`src/rtl/decode_stage_pipe.sv`:
```
// ID stage: opcode decode into a registered ID/EX slot with valid/ready flow control,
// load-use stall bubbles, branch flush and a saturating illegal-opcode counter.
module decode_stage_pipe #(
  parameter int HAZARD_EN = 1,
  parameter int STALL_CYC = 1,
  parameter int ERR_CNT_W = 8,
  parameter int LINK_REG  = 31
) (
  input  logic                 clk_i,
  input  logic                 rst_i,
  input  logic [31:0]          instr_i,
  input  logic                 in_valid_i,
  output logic                 in_ready_o,
  input  logic                 flush_i,
  input  logic                 ex_memread_i,
  input  logic [4:0]           ex_rt_i,
  output logic                 out_valid_o,
  input  logic                 out_ready_i,
  output logic [14:0]          ctrl_o,
  output logic [4:0]           wr_addr_o,
  output logic                 illegal_o,
  output logic [ERR_CNT_W-1:0] err_cnt_o
);

  typedef enum logic [0:0] {ST_RUN = 1'b0, ST_STALL = 1'b1} state_e;

  localparam logic [5:0] OP_R   = 6'b000000;
  localparam logic [5:0] OP_ADDI = 6'b001000;
  localparam logic [5:0] OP_J   = 6'b000010;
  localparam logic [5:0] OP_JAL = 6'b000011;
  localparam logic [5:0] OP_LW  = 6'b100011;
  localparam logic [5:0] OP_SW  = 6'b101011;
  localparam logic [5:0] OP_BEQ = 6'b000100;
  localparam logic [5:0] OP_BNE = 6'b000101;
  localparam logic [5:0] OP_BLE = 6'b000111;
  localparam logic [5:0] OP_BLT = 6'b000110;
  localparam logic [5:0] OP_LI  = 6'b001111;
  localparam logic [5:0] OP_ORI = 6'b001101;

  // The hazard cycle itself issues the first bubble, so STALL covers the remaining ones.
  localparam logic       STALL_MULTI = (STALL_CYC > 1);
  localparam logic [1:0] STALL_LOAD  = (STALL_CYC > 1) ? 2'(STALL_CYC - 2) : 2'd0;
  localparam logic [ERR_CNT_W-1:0] ERR_MAX = '1;

  // Returns {illegal, ctrl[14:0]}.
  function automatic logic [15:0] decode_f(input logic [5:0] op);
    case (op)
      OP_R:    decode_f = {1'b0, 15'b1_010_0_01_0_1_0_0_00_00};
      OP_ADDI: decode_f = {1'b0, 15'b1_000_1_00_0_1_0_0_00_00};
      OP_J:    decode_f = {1'b0, 15'b0_011_0_00_0_0_0_0_00_00};
      OP_JAL:  decode_f = {1'b0, 15'b1_100_0_10_0_0_0_0_11_00};
      OP_LW:   decode_f = {1'b0, 15'b1_000_1_00_0_1_1_0_01_00};
      OP_SW:   decode_f = {1'b0, 15'b0_000_1_00_0_1_0_1_00_00};
      OP_BEQ:  decode_f = {1'b0, 15'b0_011_0_00_1_1_0_0_00_00};
      OP_BNE:  decode_f = {1'b0, 15'b0_001_0_00_1_1_0_0_00_11};
      OP_BLE:  decode_f = {1'b0, 15'b0_110_0_00_1_1_0_0_00_01};
      OP_BLT:  decode_f = {1'b0, 15'b0_111_0_00_1_1_0_0_00_10};
      OP_LI:   decode_f = {1'b0, 15'b1_111_1_00_0_1_0_0_10_00};
      OP_ORI:  decode_f = {1'b0, 15'b1_110_1_00_0_1_0_0_00_00};
      default: decode_f = {1'b1, 15'b0};
    endcase
  endfunction

  // Opcodes that read rt as a source operand.
  function automatic logic reads_rt_f(input logic [5:0] op);
    case (op)
      OP_R, OP_SW, OP_BEQ, OP_BNE, OP_BLE, OP_BLT: reads_rt_f = 1'b1;
      default:                                     reads_rt_f = 1'b0;
    endcase
  endfunction

  state_e                 state_q, state_d;
  logic [1:0]             stall_cnt_q, stall_cnt_d;
  logic                   out_valid_q, out_valid_d;
  logic [14:0]            ctrl_q, ctrl_d;
  logic [4:0]             wr_addr_q, wr_addr_d;
  logic                   illegal_q, illegal_d;
  logic [ERR_CNT_W-1:0]   err_cnt_q, err_cnt_d;

  logic [5:0]  op_s;
  logic [4:0]  rs_s, rt_s, rd_s;
  logic [15:0] dec_s;
  logic [4:0]  dec_wr_s;
  logic        hazard_s, advance_s, in_ready_s, load_s, kill_s;
  logic        unused_s;

  assign op_s     = instr_i[31:26];
  assign rs_s     = instr_i[25:21];
  assign rt_s     = instr_i[20:16];
  assign rd_s     = instr_i[15:11];
  assign unused_s = ^instr_i[10:0];

  // Decode, handshake, hazard detection and next-state computation.
  always_comb begin
    dec_s = decode_f(op_s);
    case (dec_s[9:8])
      2'b00:   dec_wr_s = rt_s;
      2'b01:   dec_wr_s = rd_s;
      2'b10:   dec_wr_s = 5'(LINK_REG);
      default: dec_wr_s = 5'd0;
    endcase

    hazard_s = (HAZARD_EN != 0) && (state_q == ST_RUN) && in_valid_i && ex_memread_i &&
               (ex_rt_i != 5'd0) &&
               ((ex_rt_i == rs_s) || ((ex_rt_i == rt_s) && reads_rt_f(op_s)));
    advance_s  = !out_valid_q || out_ready_i;
    in_ready_s = (state_q == ST_RUN) && !flush_i && !hazard_s && advance_s;

    state_d     = state_q;
    stall_cnt_d = stall_cnt_q;
    load_s      = 1'b0;
    kill_s      = 1'b0;

    if (flush_i) begin
      kill_s      = 1'b1;
      state_d     = ST_RUN;
      stall_cnt_d = 2'd0;
    end else if (state_q == ST_RUN) begin
      if (in_valid_i && in_ready_s) begin
        load_s = 1'b1;
      end else if (hazard_s && advance_s) begin
        kill_s = 1'b1;
        if (STALL_MULTI) begin
          state_d     = ST_STALL;
          stall_cnt_d = STALL_LOAD;
        end else begin
          state_d = ST_RUN;
        end
      end else if (advance_s) begin
        kill_s = 1'b1;
      end else begin
        kill_s = 1'b0;
      end
    end else begin
      if (advance_s) begin
        kill_s = 1'b1;
        if (stall_cnt_q == 2'd0) begin
          state_d = ST_RUN;
        end else begin
          stall_cnt_d = stall_cnt_q - 2'd1;
        end
      end else begin
        kill_s = 1'b0;
      end
    end

    out_valid_d = out_valid_q;
    ctrl_d      = ctrl_q;
    wr_addr_d   = wr_addr_q;
    illegal_d   = illegal_q;
    err_cnt_d   = err_cnt_q;
    if (load_s) begin
      out_valid_d = 1'b1;
      ctrl_d      = dec_s[14:0];
      wr_addr_d   = dec_s[15] ? 5'd0 : dec_wr_s;
      illegal_d   = dec_s[15];
      if (dec_s[15] && (err_cnt_q != ERR_MAX)) begin
        err_cnt_d = err_cnt_q + {{(ERR_CNT_W-1){1'b0}}, 1'b1};
      end else begin
        err_cnt_d = err_cnt_q;
      end
    end else if (kill_s) begin
      out_valid_d = 1'b0;
      ctrl_d      = 15'd0;
      wr_addr_d   = 5'd0;
      illegal_d   = 1'b0;
    end else begin
      out_valid_d = out_valid_q;
    end
  end

  // Slot, FSM and counter registers.
  always_ff @(posedge clk_i) begin
    if (rst_i) begin
      state_q     <= ST_RUN;
      stall_cnt_q <= 2'd0;
      out_valid_q <= 1'b0;
      ctrl_q      <= 15'd0;
      wr_addr_q   <= 5'd0;
      illegal_q   <= 1'b0;
      err_cnt_q   <= '0;
    end else begin
      state_q     <= state_d;
      stall_cnt_q <= stall_cnt_d;
      out_valid_q <= out_valid_d;
      ctrl_q      <= ctrl_d;
      wr_addr_q   <= wr_addr_d;
      illegal_q   <= illegal_d;
      err_cnt_q   <= err_cnt_d;
    end
  end

  assign in_ready_o  = in_ready_s;
  assign out_valid_o = out_valid_q;
  assign ctrl_o      = ctrl_q;
  assign wr_addr_o   = wr_addr_q;
  assign illegal_o   = illegal_q;
  assign err_cnt_o   = err_cnt_q;

endmodule
```
`config.mk`:
```
export PLATFORM = sky130hd
export DESIGN_NAME = decode_stage_pipe
export DESIGN_NICKNAME = d
export VERILOG_FILES = /design/src/rtl/decode_stage_pipe.sv
export SDC_FILE = /design/constraint.sdc
export NUM_CORES = 1
export LEC_CHECK = 0
export ABC_AREA = 1
export CAP_MARGIN = 0
export CORE_UTILIZATION = 44
export DETAILED_ROUTE_END_ITERATION = 6
export PLACE_DENSITY = 0.8
export SLEW_MARGIN = 20
export SYNTH_ARGS = -nofsm -noshare
export SYNTH_HDL_FRONTEND = slang
export SYNTH_SLANG_ARGS = --single-unit
```
`constraint.sdc`:
```
create_clock -name clk_i -period 2.2 [get_ports clk_i]
set_clock_uncertainty 0.15 [all_clocks]
set_input_delay 0.33 -clock clk_i [delete_from_list [all_inputs] [get_ports clk_i]]
set_output_delay 0.33 -clock clk_i [all_outputs]
set_load 0.01 [all_outputs]
```
==> report_table.html <==
<table>
<tr><th>Metric</th><th>Value</th></tr>
<tr><th colspan="2">Run status</th></tr>
<tr><td>Status</td><td>completed</td></tr>
<tr><th colspan="2">Floorplanning</th></tr>
<tr><td>Die boundary height</td><td>68.8 um</td></tr>
<tr><td>Row Count</td><td>23</td></tr>
<tr><td>Horizontal die dimension</td><td>68.8 um</td></tr>
<tr><td>Placeable core region</td><td>4140 um2</td></tr>
<tr><td>Area of the die</td><td>4730 um2</td></tr>
<tr><td>Initial core utilization</td><td>0.473</td></tr>
<tr><td>Num ports</td><td>74</td></tr>
<tr><th colspan="2">Global route</th></tr>
<tr><td>Via count of the first global-routing pass</td><td>2,032</td></tr>
<tr><td>Global Route met3 Usage</td><td>0.0691</td></tr>
<tr><td>Number of antenna violations at the first check in global routing</td><td>0</td></tr>
<tr><td>Top Usage Layer GRT</td><td>met2</td></tr>
<tr><td>Met2 track demand over resource in global routing</td><td>0.446</td></tr>
<tr><td>Overflow after GRT</td><td>0</td></tr>
<tr><td>Largest net degree at the start of global routing</td><td>22</td></tr>
<tr><td>Global-route wire length before repair</td><td>8450 um</td></tr>
<tr><td>GRT Util Overall</td><td>0.243</td></tr>
<tr><td>Met1 routing resource usage after global routing</td><td>0.262</td></tr>
<tr><th colspan="2">Clock network</th></tr>
<tr><td>Source-to-sink clock delay at the later pin of the worst-skew pair</td><td>0.29 ns</td></tr>
<tr><td>Level count of the clock H-tree</td><td>2</td></tr>
<tr><td>Number of sinks driven by the clock tree</td><td>33</td></tr>
<tr><td>Clock tree from TritonCTS</td><td>yes</td></tr>
<tr><td>Longest Clk Path Bufs</td><td>2</td></tr>
<tr><td>Clock buffer count from CTS</td><td>5</td></tr>
<tr><td>Clk root buf</td><td>sky130_fd_sc_hd__clkbuf_8</td></tr>
<tr><td>Clock transition at the registers of the reported paths</td><td>0.07 ns</td></tr>
<tr><th colspan="2">Cells and area</th></tr>
<tr><td>Ratio of cells with drive above 1 in the final layout</td><td>0.239</td></tr>
<tr><td>ANT cells</td><td>0</td></tr>
<tr><td>Net count reported at finish</td><td>425</td></tr>
<tr><td>Area used by sequential logic in the layout</td><td>661 um2</td></tr>
<tr><td>Number of filler cells placed in the layout</td><td>334</td></tr>
<tr><td>Area growth from synthesis to layout</td><td>56.5%</td></tr>
<tr><td>Area of the multi-input gates</td><td>1160 um2</td></tr>
<tr><td>Final cell count without fillers</td><td>431</td></tr>
<tr><th colspan="2">Routing</th></tr>
<tr><td>Vias after detailed routing</td><td>2,183</td></tr>
<tr><td>Violation count after the first detailed-routing iteration</td><td>111</td></tr>
<tr><td>Final Routed Wirelength</td><td>5390 um</td></tr>
<tr><td>Post-route ant nets</td><td>0</td></tr>
<tr><td>Count of TritonRoute iterations in the first routing pass</td><td>4</td></tr>
<tr><td>Via density</td><td>5.06</td></tr>
<tr><td>DR WL/cell</td><td>12.5 um</td></tr>
<tr><td>Number of remaining DRC errors</td><td>0</td></tr>
<tr><th colspan="2">Synth</th></tr>
<tr><td>Top cell type's share of synthesized area</td><td>0.337</td></tr>
<tr><td>Number of flops mapped to enable cells by yosys</td><td>0</td></tr>
<tr><td>Fraction of the yosys area taken by sequential cells</td><td>0.337</td></tr>
<tr><td>Leading cell types by count after synthesis</td><td>sky130_fd_sc_hd__nand2_1, sky130_fd_sc_hd__dfxtp_1, sky130_fd_sc_hd__inv_1, sky130_fd_sc_hd__a21oi_1, sky130_fd_sc_hd__nor2_1</td></tr>
<tr><td>Proportion of register bits with asynchronous set or reset after synthesis</td><td>0</td></tr>
<tr><td>YS warnings</td><td>0</td></tr>
<tr><td>Synthesized net count</td><td>325</td></tr>
<tr><td>Most numerous cell in the Yosys netlist</td><td>sky130_fd_sc_hd__nand2_1</td></tr>
<tr><td>Synth unique cells</td><td>33</td></tr>
<tr><td>Most used flip-flop cell after synthesis</td><td>sky130_fd_sc_hd__dfxtp_1</td></tr>
<tr><td>Area leader, netlist</td><td>sky130_fd_sc_hd__dfxtp_1</td></tr>
<tr><td>Flip-flop and latch count after synthesis</td><td>33</td></tr>
<tr><td>Post-synthesis instance total</td><td>280</td></tr>
<tr><td>Post-Synthesis Mean Instance Area</td><td>7.01 um2</td></tr>
<tr><td>Post-synthesis instance area</td><td>1960 um2</td></tr>
<tr><td>Main area contributors after synthesis</td><td>sky130_fd_sc_hd__dfxtp_1, sky130_fd_sc_hd__nand2_1, sky130_fd_sc_hd__a21oi_1, sky130_fd_sc_hd__inv_1, sky130_fd_sc_hd__nor2_1</td></tr>
<tr><th colspan="2">Timing</th></tr>
<tr><td>Final critical-path setup slack</td><td>0.105 ns</td></tr>
<tr><td>RSZ-0062 raised after global routing</td><td>no</td></tr>
<tr><td>Post-Route Setup TNS</td><td>0 ns</td></tr>
<tr><td>Hold Worst Slack</td><td>0.315 ns</td></tr>
<tr><td>Tightest Pin Transition</td><td>0.392 ns</td></tr>
<tr><td>Count of final max-slew check failures</td><td>0</td></tr>
<tr><td>Peak clock frequency supported by timing</td><td>477 MHz</td></tr>
<tr><td>Count of final hold-check violations</td><td>0</td></tr>
<tr><td>Endpoints failing setup</td><td>0</td></tr>
<tr><td>Tcrit/Tclk final</td><td>0.952</td></tr>
<tr><td>Tmin final</td><td>2.09 ns</td></tr>
<tr><td>Worst rel slew slack</td><td>0.736</td></tr>
<tr><th colspan="2">Critical path</th></tr>
<tr><td>Depth of the most critical reg-to-reg path</td><td>7</td></tr>
<tr><td>Highest net fanout along the worst path</td><td>2</td></tr>
<tr><td>Required time at the worst-slack endpoint</td><td>1.72 ns</td></tr>
<tr><td>Worst reg2reg setup slack</td><td>0.42 ns</td></tr>
<tr><td>Critical setup path kind</td><td>in2out</td></tr>
<tr><td>Worst r2r src</td><td>err_cnt_o[0]</td></tr>
<tr><td>Critical Path Sink Type</td><td>output port</td></tr>
<tr><td>Startpoint class of the critical path</td><td>primary input</td></tr>
<tr><td>Arr. time, crit path</td><td>1.61 ns</td></tr>
<tr><td>Capturing point of the worst reg2reg path</td><td>err_cnt_o[7]</td></tr>
<tr><th colspan="2">Power and ir drop</th></tr>
<tr><td>Peak VDD IR</td><td>0.000344 V</td></tr>
<tr><td>Total power density per cell area</td><td>448 nW/um2</td></tr>
<tr><td>Leakage power of the design</td><td>1.39 nW</td></tr>
<tr><td>Power share of the sequential group</td><td>0.443</td></tr>
<tr><td>Share of total power in the clock network</td><td>0.365</td></tr>
<tr><td>Net Switching</td><td>0.354 mW</td></tr>
<tr><td>Sw Ratio</td><td>0.257</td></tr>
<tr><td>Total Power</td><td>1.38 mW</td></tr>
<tr><td>Internal Power</td><td>1.02 mW</td></tr>
<tr><td>Combinational fraction of design power</td><td>0.192</td></tr>
<tr><th colspan="2">Min path</th></tr>
<tr><td>Worst Hold Path EP</td><td>wr_addr_o[4]</td></tr>
<tr><td>Launch instance of the worst min-delay path</td><td>wr_addr_o[4]</td></tr>
<tr><td>Hold path depth</td><td>2</td></tr>
<tr><td>Kind of path behind the tightest hold check</td><td>reg2reg</td></tr>
<tr><th colspan="2">Placed design</th></tr>
<tr><td>Count of buffers from port buffering</td><td>62</td></tr>
<tr><td>Routability congestion estimate</td><td>0.873</td></tr>
<tr><td>Total placed cells including tap cells</td><td>420</td></tr>
<tr><td>Half-perimeter wire length of the detailed placement result</td><td>4080 um</td></tr>
<tr><td>Post-place setup slack</td><td>-0.438 ns</td></tr>
<tr><th colspan="2">Job</th></tr>
<tr><td>Max_cap viols</td><td>0</td></tr>
</table>
## what timing repair did
action | CTS | global route
setup buffers | 0 | 3
gates cloned | 0 | 0
pin swaps | 0 | 5
hold buffers | 0 | 0
setup endpoints to repair | 1 | 1
gates resized for setup | 13 | 17
## critical path, cell delays in order
cell	delay, ns
sky130_fd_sc_hd__clkdlybuf4s50_1	0.49
sky130_fd_sc_hd__xor2_1	0.18
sky130_fd_sc_hd__nor2_1	0.08
sky130_fd_sc_hd__nand3_1	0.10
sky130_fd_sc_hd__nand2_2	0.08
sky130_fd_sc_hd__nand2_4	0.06
sky130_fd_sc_hd__nor2_1	0.03
sky130_fd_sc_hd__nor3_1	0.11
sky130_fd_sc_hd__buf_2	0.15
## logic make-up after synthesis
group,count (synthesis),synth area share
adder cells (fa/ha/maj),2,0.0128
AND/OR/NAND/NOR,140,0.351
buffers and inverters,42,0.0874
AO/OA/AOI/OAI,50,0.154
flip-flops,33,0.337
XOR/XNOR,13,0.0580
## stage by stage
step	instance area, um2	utilization
floorplan	1960	-
global placement	2900	0.699
detailed placement	2900	0.699
CTS	3010	0.725
global route	3070	0.741
finish	3070	0.741
## flip-flops by register name (all words and copies together), names as in the netlist
| name | count |
|---|---|
| out_valid_o | 1 |
| illegal_o | 1 |
| stall_cnt_q | 2 |
| state_q | 1 |
| ctrl_o | 15 |
| wr_addr_o | 5 |
| err_cnt_o | 8 |
## cells in the final DEF, fill, tap and decap left out, types with 2 or more instances in the layout
cell type,netlist,final
sky130_fd_sc_hd__xnor2_1,6,5
sky130_fd_sc_hd__inv_2,6,8
sky130_fd_sc_hd__nand3_2,2,3
sky130_fd_sc_hd__nand2_1,68,67
sky130_fd_sc_hd__buf_12,0,2
sky130_fd_sc_hd__dlygate4sd2_1,0,4
sky130_fd_sc_hd__nand4_1,12,12
sky130_fd_sc_hd__ha_1,2,2
sky130_fd_sc_hd__o21ai_1,5,5
sky130_fd_sc_hd__o21ai_0,5,5
sky130_fd_sc_hd__dlymetal6s2s_1,0,12
sky130_fd_sc_hd__dfxtp_1,33,33
sky130_fd_sc_hd__nor2_1,23,19
sky130_fd_sc_hd__clkbuf_8,0,7
sky130_fd_sc_hd__inv_1,27,25
sky130_fd_sc_hd__a21oi_2,9,9
sky130_fd_sc_hd__buf_4,1,37
sky130_fd_sc_hd__nor3_1,4,4
sky130_fd_sc_hd__a21oi_1,25,25
sky130_fd_sc_hd__xor2_1,7,7
sky130_fd_sc_hd__nor2_2,5,9
sky130_fd_sc_hd__nand3b_1,2,2
sky130_fd_sc_hd__clkdlybuf4s50_1,0,45
sky130_fd_sc_hd__nand3_1,15,14
sky130_fd_sc_hd__o21ai_2,2,2
sky130_fd_sc_hd__nand2_2,2,3
sky130_fd_sc_hd__nand2_4,4,4
## area by class of cell
cell class                      count  area share
Inverter                           34      0.0416
Multi-Input combinational cell    205       0.378
Clock buffer                        7      0.0314
Timing Repair Buffer              101       0.312
Sequential cell                    33       0.215
Tap cell                           50      0.0204
Clock inverter                      1     0.00163
## how the worst max path moves through the flow
stage                      startpoint    endpoint  slack, ns  cells after the start
after global routing       ex_rt_i[2]  in_ready_o      0.004                     11
after CTS                 instr_i[27]  in_ready_o       0.01                     12
final                     instr_i[24]  in_ready_o       0.11                      9
after detailed placement  instr_i[29]  in_ready_o      -0.44                     12
after global placement    instr_i[29]  in_ready_o      -0.43                     12
after floorplan           instr_i[31]  in_ready_o       0.53                     10
## layer usage
| layer | routed length [um] | vias up | share of wire |
|---|---|---|---|
| met5 | 0 | - | 0 |
| met4 | 107 | 0 | 0.020 |
| met3 | 248 | 11 | 0.046 |
| met2 | 2730 | 57 | 0.51 |
| met1 | 2300 | 1004 | 0.43 |
| li1 | - | 1111 | - |
## power groups by stage
stage               sequential (mW)  clock (mW)  combinational (mW)
CTS                           0.610       0.512               0.261
detailed placement            0.623           0               0.259
global placement              0.623           0               0.252
global route                  0.610       0.534               0.289
floorplan                     0.626           0               0.112
finish                        0.610       0.503               0.265
No activity file was read; power rests on OpenSTA's default activity.
